**src/rtl/seg_pkg.sv**
```systemverilog
// Shared seven-segment constants and the display history entry type.
package seg_pkg;

  localparam int unsigned SEG_W = 7;

  localparam logic [SEG_W-1:0] SEG_0     = 7'b0111111;
  localparam logic [SEG_W-1:0] SEG_1     = 7'b0000110;
  localparam logic [SEG_W-1:0] SEG_2     = 7'b1011011;
  localparam logic [SEG_W-1:0] SEG_3     = 7'b1001111;
  localparam logic [SEG_W-1:0] SEG_4     = 7'b1100110;
  localparam logic [SEG_W-1:0] SEG_5     = 7'b1101101;
  localparam logic [SEG_W-1:0] SEG_6     = 7'b1111101;
  localparam logic [SEG_W-1:0] SEG_7     = 7'b0000111;
  localparam logic [SEG_W-1:0] SEG_8     = 7'b1111111;
  localparam logic [SEG_W-1:0] SEG_9     = 7'b1100111;
  localparam logic [SEG_W-1:0] SEG_BLANK = 7'b0000000;
  localparam logic [SEG_W-1:0] SEG_DASH  = 7'b1000000;

  typedef struct packed {
    logic             ovf;
    logic [SEG_W-1:0] seg;
  } hist_entry_t;

endpackage

```
**src/rtl/seg_scan_prescaler.sv**
```systemverilog
// Free-running divide-by-DIV counter; scan_tick_c is high on the terminal count.
module seg_scan_prescaler #(
  parameter int unsigned DIV = 50000
) (
  input  logic clk,
  input  logic rst,
  output logic scan_tick_c
);

  localparam int unsigned CNT_W = (DIV > 1) ? $clog2(DIV) : 1;

  logic [CNT_W-1:0] r_cnt;

  assign scan_tick_c = (r_cnt == CNT_W'(DIV - 1));

  always_ff @(posedge clk or posedge rst) begin
    if (rst) begin
      r_cnt <= '0;
    end else if (scan_tick_c) begin
      r_cnt <= '0;
    end else begin
      r_cnt <= r_cnt + CNT_W'(1);
    end
  end

endmodule

```
**src/rtl/seg_display_scan.sv**
```systemverilog
// Multiplexed seven-segment display of the last NUM_DIGITS decoder results.
// Optional macro SEG_SCAN_GHOST_BLANK_EN inserts a dead cycle at each digit change.
module seg_display_scan
  import seg_pkg::*;
#(
  parameter int unsigned NUM_DIGITS   = 4,
  parameter int unsigned SCAN_DIV     = 50000,
  parameter int unsigned BLINK_FRAMES = 32
) (
  input  logic                  clk,
  input  logic                  rst,
  input  logic [6:0]            seg_in,
  input  logic                  ovf_in,
  input  logic                  load,
  input  logic                  clr,
  output logic [6:0]            seg_out,
  output logic                  dp_out,
  output logic [NUM_DIGITS-1:0] an_out
);

  localparam int unsigned IDX_W = (NUM_DIGITS > 1) ? $clog2(NUM_DIGITS) : 1;
  localparam int unsigned FRM_W = (BLINK_FRAMES > 1) ? $clog2(BLINK_FRAMES) : 1;

  hist_entry_t           r_hist [NUM_DIGITS];
  logic [IDX_W-1:0]      r_idx;
  logic [FRM_W-1:0]      r_frame;
  logic                  r_blink;

  logic                  w_scan_tick;
  logic                  w_idx_wrap;
  logic                  w_frame_wrap;
  hist_entry_t           w_sel;
  logic [SEG_W-1:0]      w_seg_nxt;
  logic                  w_dp_nxt;
  logic [NUM_DIGITS-1:0] w_an_nxt;

  seg_scan_prescaler #(
    .DIV (SCAN_DIV)
  ) u_prescaler (
    .clk         (clk),
    .rst         (rst),
    .scan_tick_c (w_scan_tick)
  );

  // History shift register; clear takes priority over a simultaneous load.
  always_ff @(posedge clk or posedge rst) begin
    if (rst) begin
      for (int i = 0; i < NUM_DIGITS; i++) r_hist[i] <= '0;
    end else if (clr) begin
      for (int i = 0; i < NUM_DIGITS; i++) r_hist[i] <= '0;
    end else if (load) begin
      r_hist[0] <= {ovf_in, seg_in};
      for (int i = 1; i < NUM_DIGITS; i++) r_hist[i] <= r_hist[i-1];
    end
  end

  assign w_idx_wrap   = (r_idx == IDX_W'(NUM_DIGITS - 1));
  assign w_frame_wrap = (r_frame == FRM_W'(BLINK_FRAMES - 1));

  // Digit index, frame counter and blink phase advance only on scan ticks.
  always_ff @(posedge clk or posedge rst) begin
    if (rst) begin
      r_idx   <= '0;
      r_frame <= '0;
      r_blink <= 1'b0;
    end else if (w_scan_tick) begin
      if (w_idx_wrap) begin
        r_idx <= '0;
        if (w_frame_wrap) begin
          r_frame <= '0;
          r_blink <= ~r_blink;
        end else begin
          r_frame <= r_frame + FRM_W'(1);
        end
      end else begin
        r_idx <= r_idx + IDX_W'(1);
      end
    end
  end

`ifdef SEG_SCAN_GHOST_BLANK_EN
  logic r_tick_d;

  // Marks the first cycle after the index moved, which is driven dark.
  always_ff @(posedge clk or posedge rst) begin
    if (rst) begin
      r_tick_d <= 1'b0;
    end else begin
      r_tick_d <= w_scan_tick;
    end
  end
`endif

  always_comb begin
    w_sel    = '0;
    w_an_nxt = '0;
    for (int i = 0; i < NUM_DIGITS; i++) begin
      if (r_idx == IDX_W'(i)) begin
        w_sel       = r_hist[i];
        w_an_nxt[i] = 1'b1;
      end
    end
    // Overflowed entries: blinking dash, decimal point held steady.
    w_dp_nxt  = w_sel.ovf;
    w_seg_nxt = w_sel.ovf ? (r_blink ? SEG_BLANK : SEG_DASH) : w_sel.seg;
`ifdef SEG_SCAN_GHOST_BLANK_EN
    if (r_tick_d) begin
      w_an_nxt  = '0;
      w_seg_nxt = SEG_BLANK;
      w_dp_nxt  = 1'b0;
    end
`endif
  end

  always_ff @(posedge clk or posedge rst) begin
    if (rst) begin
      seg_out <= SEG_BLANK;
      dp_out  <= 1'b0;
      an_out  <= NUM_DIGITS'(1);
    end else begin
      seg_out <= w_seg_nxt;
      dp_out  <= w_dp_nxt;
      an_out  <= w_an_nxt;
    end
  end

endmodule

```
**config.mk**
```make
export PLATFORM = sky130hd
export DESIGN_NAME = seg_display_scan
export DESIGN_NICKNAME = d
export VERILOG_FILES = /design/src/rtl/seg_pkg.sv /design/src/rtl/seg_scan_prescaler.sv /design/src/rtl/seg_display_scan.sv
export SDC_FILE = /design/constraint.sdc
export NUM_CORES = 1
export LEC_CHECK = 0
export CAP_MARGIN = 20
export CORE_ASPECT_RATIO = 1.25
export CORE_MARGIN = 10
export CORE_UTILIZATION = 57
export DETAILED_ROUTE_END_ITERATION = 8
export PLACE_DENSITY = 0.86
export SLEW_MARGIN = 20
export SYNTH_ARGS = -nofsm -noshare
export SYNTH_HDL_FRONTEND = slang
export SYNTH_SLANG_ARGS = --single-unit
export TNS_END_PERCENT = 5
```
**constraint.sdc**
```tcl
create_clock -name clk -period 3.05 [get_ports clk]
set_clock_uncertainty 0.2 [all_clocks]
set_input_delay 0.305 -clock clk [delete_from_list [all_inputs] [get_ports clk]]
set_output_delay 0.305 -clock clk [all_outputs]
set_load 0.05 [all_outputs]
```
==> impl_results.md <==
- Count of pins over their slew limit: 0
- Inserted Clock Buffers: 9
- Die area: 8680 um^2
- Vias: 2153
- Initial Util: 59.5%
- HP Class: in -> async
- Main combinational cell family by area after synthesis: simple AND/OR/NAND/NOR gates
- Setup Viol. Count Final: 0
- Max frequency: 412 MHz
- Pre-Repair DR Iteration Count: 5
- First-pass GRT wire length: 10400 um
- Pwr/cell area: 543 nW/um^2
- Port buffer count: 23
- Worst Reg-to-Reg Cells: 4
- Worst-margin pin slew: 0.930 ns
- Gate Count Post-Synth: 278
- Synth Area in Adders: 2.88%
- Worst slew margin: 38.0%
- Compound-cell area share of the yosys netlist: 7.69%
- Clock transition at path regs: 0.07 ns
- Cell Rows: 29
- RSZ-0062 raised after global routing: false
- Final wirelength: 6010 um
- Top Ports: 24
- Total gr overflow: 0
- Crit end category: register
- Slowest CP cell: or4_1
- Startpoint class of the critical path: register
- Clock tree sinks: 68
- Largest net degree at the start of global routing: 69
- RePlAce Congestion: 0.913
- #FFs+latches synth: 68
- Number of diodes: 0
- Most used cell, CP: or4_1
- Area grow syn2layout: 17.5%
- Hold Violations, Final: 0
- Critical path's largest stage delay: 0.64 ns
- Die W: 85.4 um
- Mapped cell area: 3040 um^2
- Worst VDD drop: 0.378 mV
- Post-synthesis mux area share: 11.6%
- Status: completed
- DR WL/cell: 16.3 um
- Post-layout util: 69.9%
- Worst Path Required: 3.14 ns
- Initial antenna violation count: 0
- Worst R2R Setup Slack: 0.62 ns
- Ratio of cells with drive above 1 in the final layout: 8.50%
- Core area: 5120 um^2
- DR iter-0 viols: 215
- DP Worst Slack: 0.623 ns
- Sequential area share after synthesis: 55.9%
- # hold bufs at CTS: 0
- Cts repair resizes: 0
- Most common cell after layout, fill and taps aside: dfrtp_1
- Dominant cell type by area after synthesis: dfrtp_1
- Synthesized area per cell: 11.0 um^2
- Worst setup margin: 0.622 ns
- CTS tree: yes
- Max_cap viols: 0
- Simple-Gate Fraction of Synth Area: 14.4%
- Crit-path cells: or4b_1, or4_1, or4_1, nand2_1
- Most frequent cells in the layout: 67 x dfrtp_1, 45 x nor2_1, 33 x mux2i_1
- Number of H-tree levels: 3
- All-Layer GR Usage: 14.8%
- Pleak: 0.00166 uW
- Postcts setup bufs: 0
- Antenna-violating nets left: 0
- Dpl hpwl: 3920 um
- Total Nets Final: 321
- Top cells by area, synth: dfrtp_1 55%, mux2i_1 11%, nor2_1 5.5%
- Final worst path period need: 2.43 ns
- Vias in the first global route: 2215
- Die height: 102 um
- Unique cell type count in the Yosys netlist: 35
- CTS Root Cell: clkbuf_8
- Syn Nets: 297
- FF-to-FF End: r_frame[3]$_DFFE_PP0P_
- Crit Path Max Fanout: 6
- Tcrit/Tclk final: 79.6%
- Worst skew pair latency: 0.34 ns
- Max clock buf depth: 2
- Setup TNS: 0 ns
- Vias per Instance: 5.85
- Xor and xnor area share after synthesis: 4.03%
- Worst Path Arrival: 2.51 ns
- R2R Path Start: u_prescaler.r_cnt[11]$_DFF_PP0_
- Crit Path Category: reg -> reg
- YS warnings: 0
- Post-synth top area share: 55.1%
- # DRC: 0
-- worst max-delay path, delay by kind of cell (launching register included) --
kind	cells	cell delay, ns
flip-flops	1	0.45
AND/OR/NAND/NOR	4	1.74
-- final cells by class --
| type | count | area (um^2) |
|---|---|---|
| flip-flops and latches | 68 | 1700 |
| fillers | 367 | 1540 |
| multi-input cells | 182 | 1230 |
| repair buffers | 28 | 275 |
| clock buffers | 10 | 138 |
| clock inverters | 5 | 100 |
| well taps | 62 | 77.6 |
| inverters | 13 | 48.8 |
-- how the worst max path moves through the flow --
stage,cells after the start,end,slack (ns),from
after floorplan,5,r_frame[3]$_DFFE_PP0P_,0.68,u_prescaler.r_cnt[7]$_DFF_PP0_
after global placement,4,r_frame[3]$_DFFE_PP0P_,0.66,u_prescaler.r_cnt[7]$_DFF_PP0_
after detailed placement,4,r_frame[3]$_DFFE_PP0P_,0.62,u_prescaler.r_cnt[11]$_DFF_PP0_
after CTS,4,r_frame[3]$_DFFE_PP0P_,0.62,u_prescaler.r_cnt[11]$_DFF_PP0_
after global routing,4,r_frame[3]$_DFFE_PP0P_,0.53,u_prescaler.r_cnt[11]$_DFF_PP0_
final,4,r_frame[3]$_DFFE_PP0P_,0.62,u_prescaler.r_cnt[11]$_DFF_PP0_
-- power breakdown --
part / switching [uW] / internal [uW] / leakage, uW
sequential: 11.6 / 920 / 0.000919
combinational: 76.8 / 52.7 / 0.000615
clock: 325 / 558 / 0.000122
-- registers in the layout, indices dropped and copies added, names as in the netlist --
signal	cells
r_idx	2
seg_out	7
u_prescaler.r_cnt	16
an_out	4
r_frame	5
dp_out	1
r_hist	32
r_blink	1
-- metal layers --
metal	share of wire [%]	GRT usage (%)
met1	41	17.1
met2	52	24.3
met3	5.1	4.66
met4	2.2	7.23
met5	0	0
-- cells by family (layout without fill, tap and decap cells) --
group	Yosys count	in the layout
xor+xnor	14	14
fa+ha+maj	7	7
simple gates	92	92
flops	68	68
mux	35	35
compound gates	34	34
buf+inv	28	56
-- through the flow --
step                      cell area, um^2  instances  power (uW)  hold WS (ns)
final                                3580        368        1940         0.130
after CTS                            3580        368        1960         0.160
after global routing                 3580        368        2010         0.158
after detailed placement             3340        353        1080         0.289
after global placement               3340        353        1080         0.273
after floorplan                      3040        278        1030         0.171
-- Yosys cell counts, drive strengths merged --
| library cell | instances |
|---|---|
| a211o | 6 |
| a21o | 1 |
| a21oi | 10 |
| a221o | 1 |
| a221oi | 6 |
| a22o | 1 |
| a22oi | 1 |
| a31oi | 1 |
| and3 | 1 |
| buf | 5 |
| clkbuf | 10 |
| dfrtp | 67 |
| dfstp | 1 |
| ha | 7 |
| inv | 13 |
| mux2 | 2 |
| mux2i | 33 |
| nand2 | 15 |
| nand3 | 9 |
| nand4 | 5 |
| nand4b | 1 |
| nor2 | 45 |
| nor2b | 2 |
| nor3 | 4 |
| nor4 | 3 |
| o21ai | 6 |
| o41ai | 1 |
| or3 | 1 |
| or4 | 2 |
| or4b | 2 |
| or4bb | 2 |
| xnor2 | 9 |
| xor2 | 5 |
No activity file was read; power rests on OpenSTA's default activity.
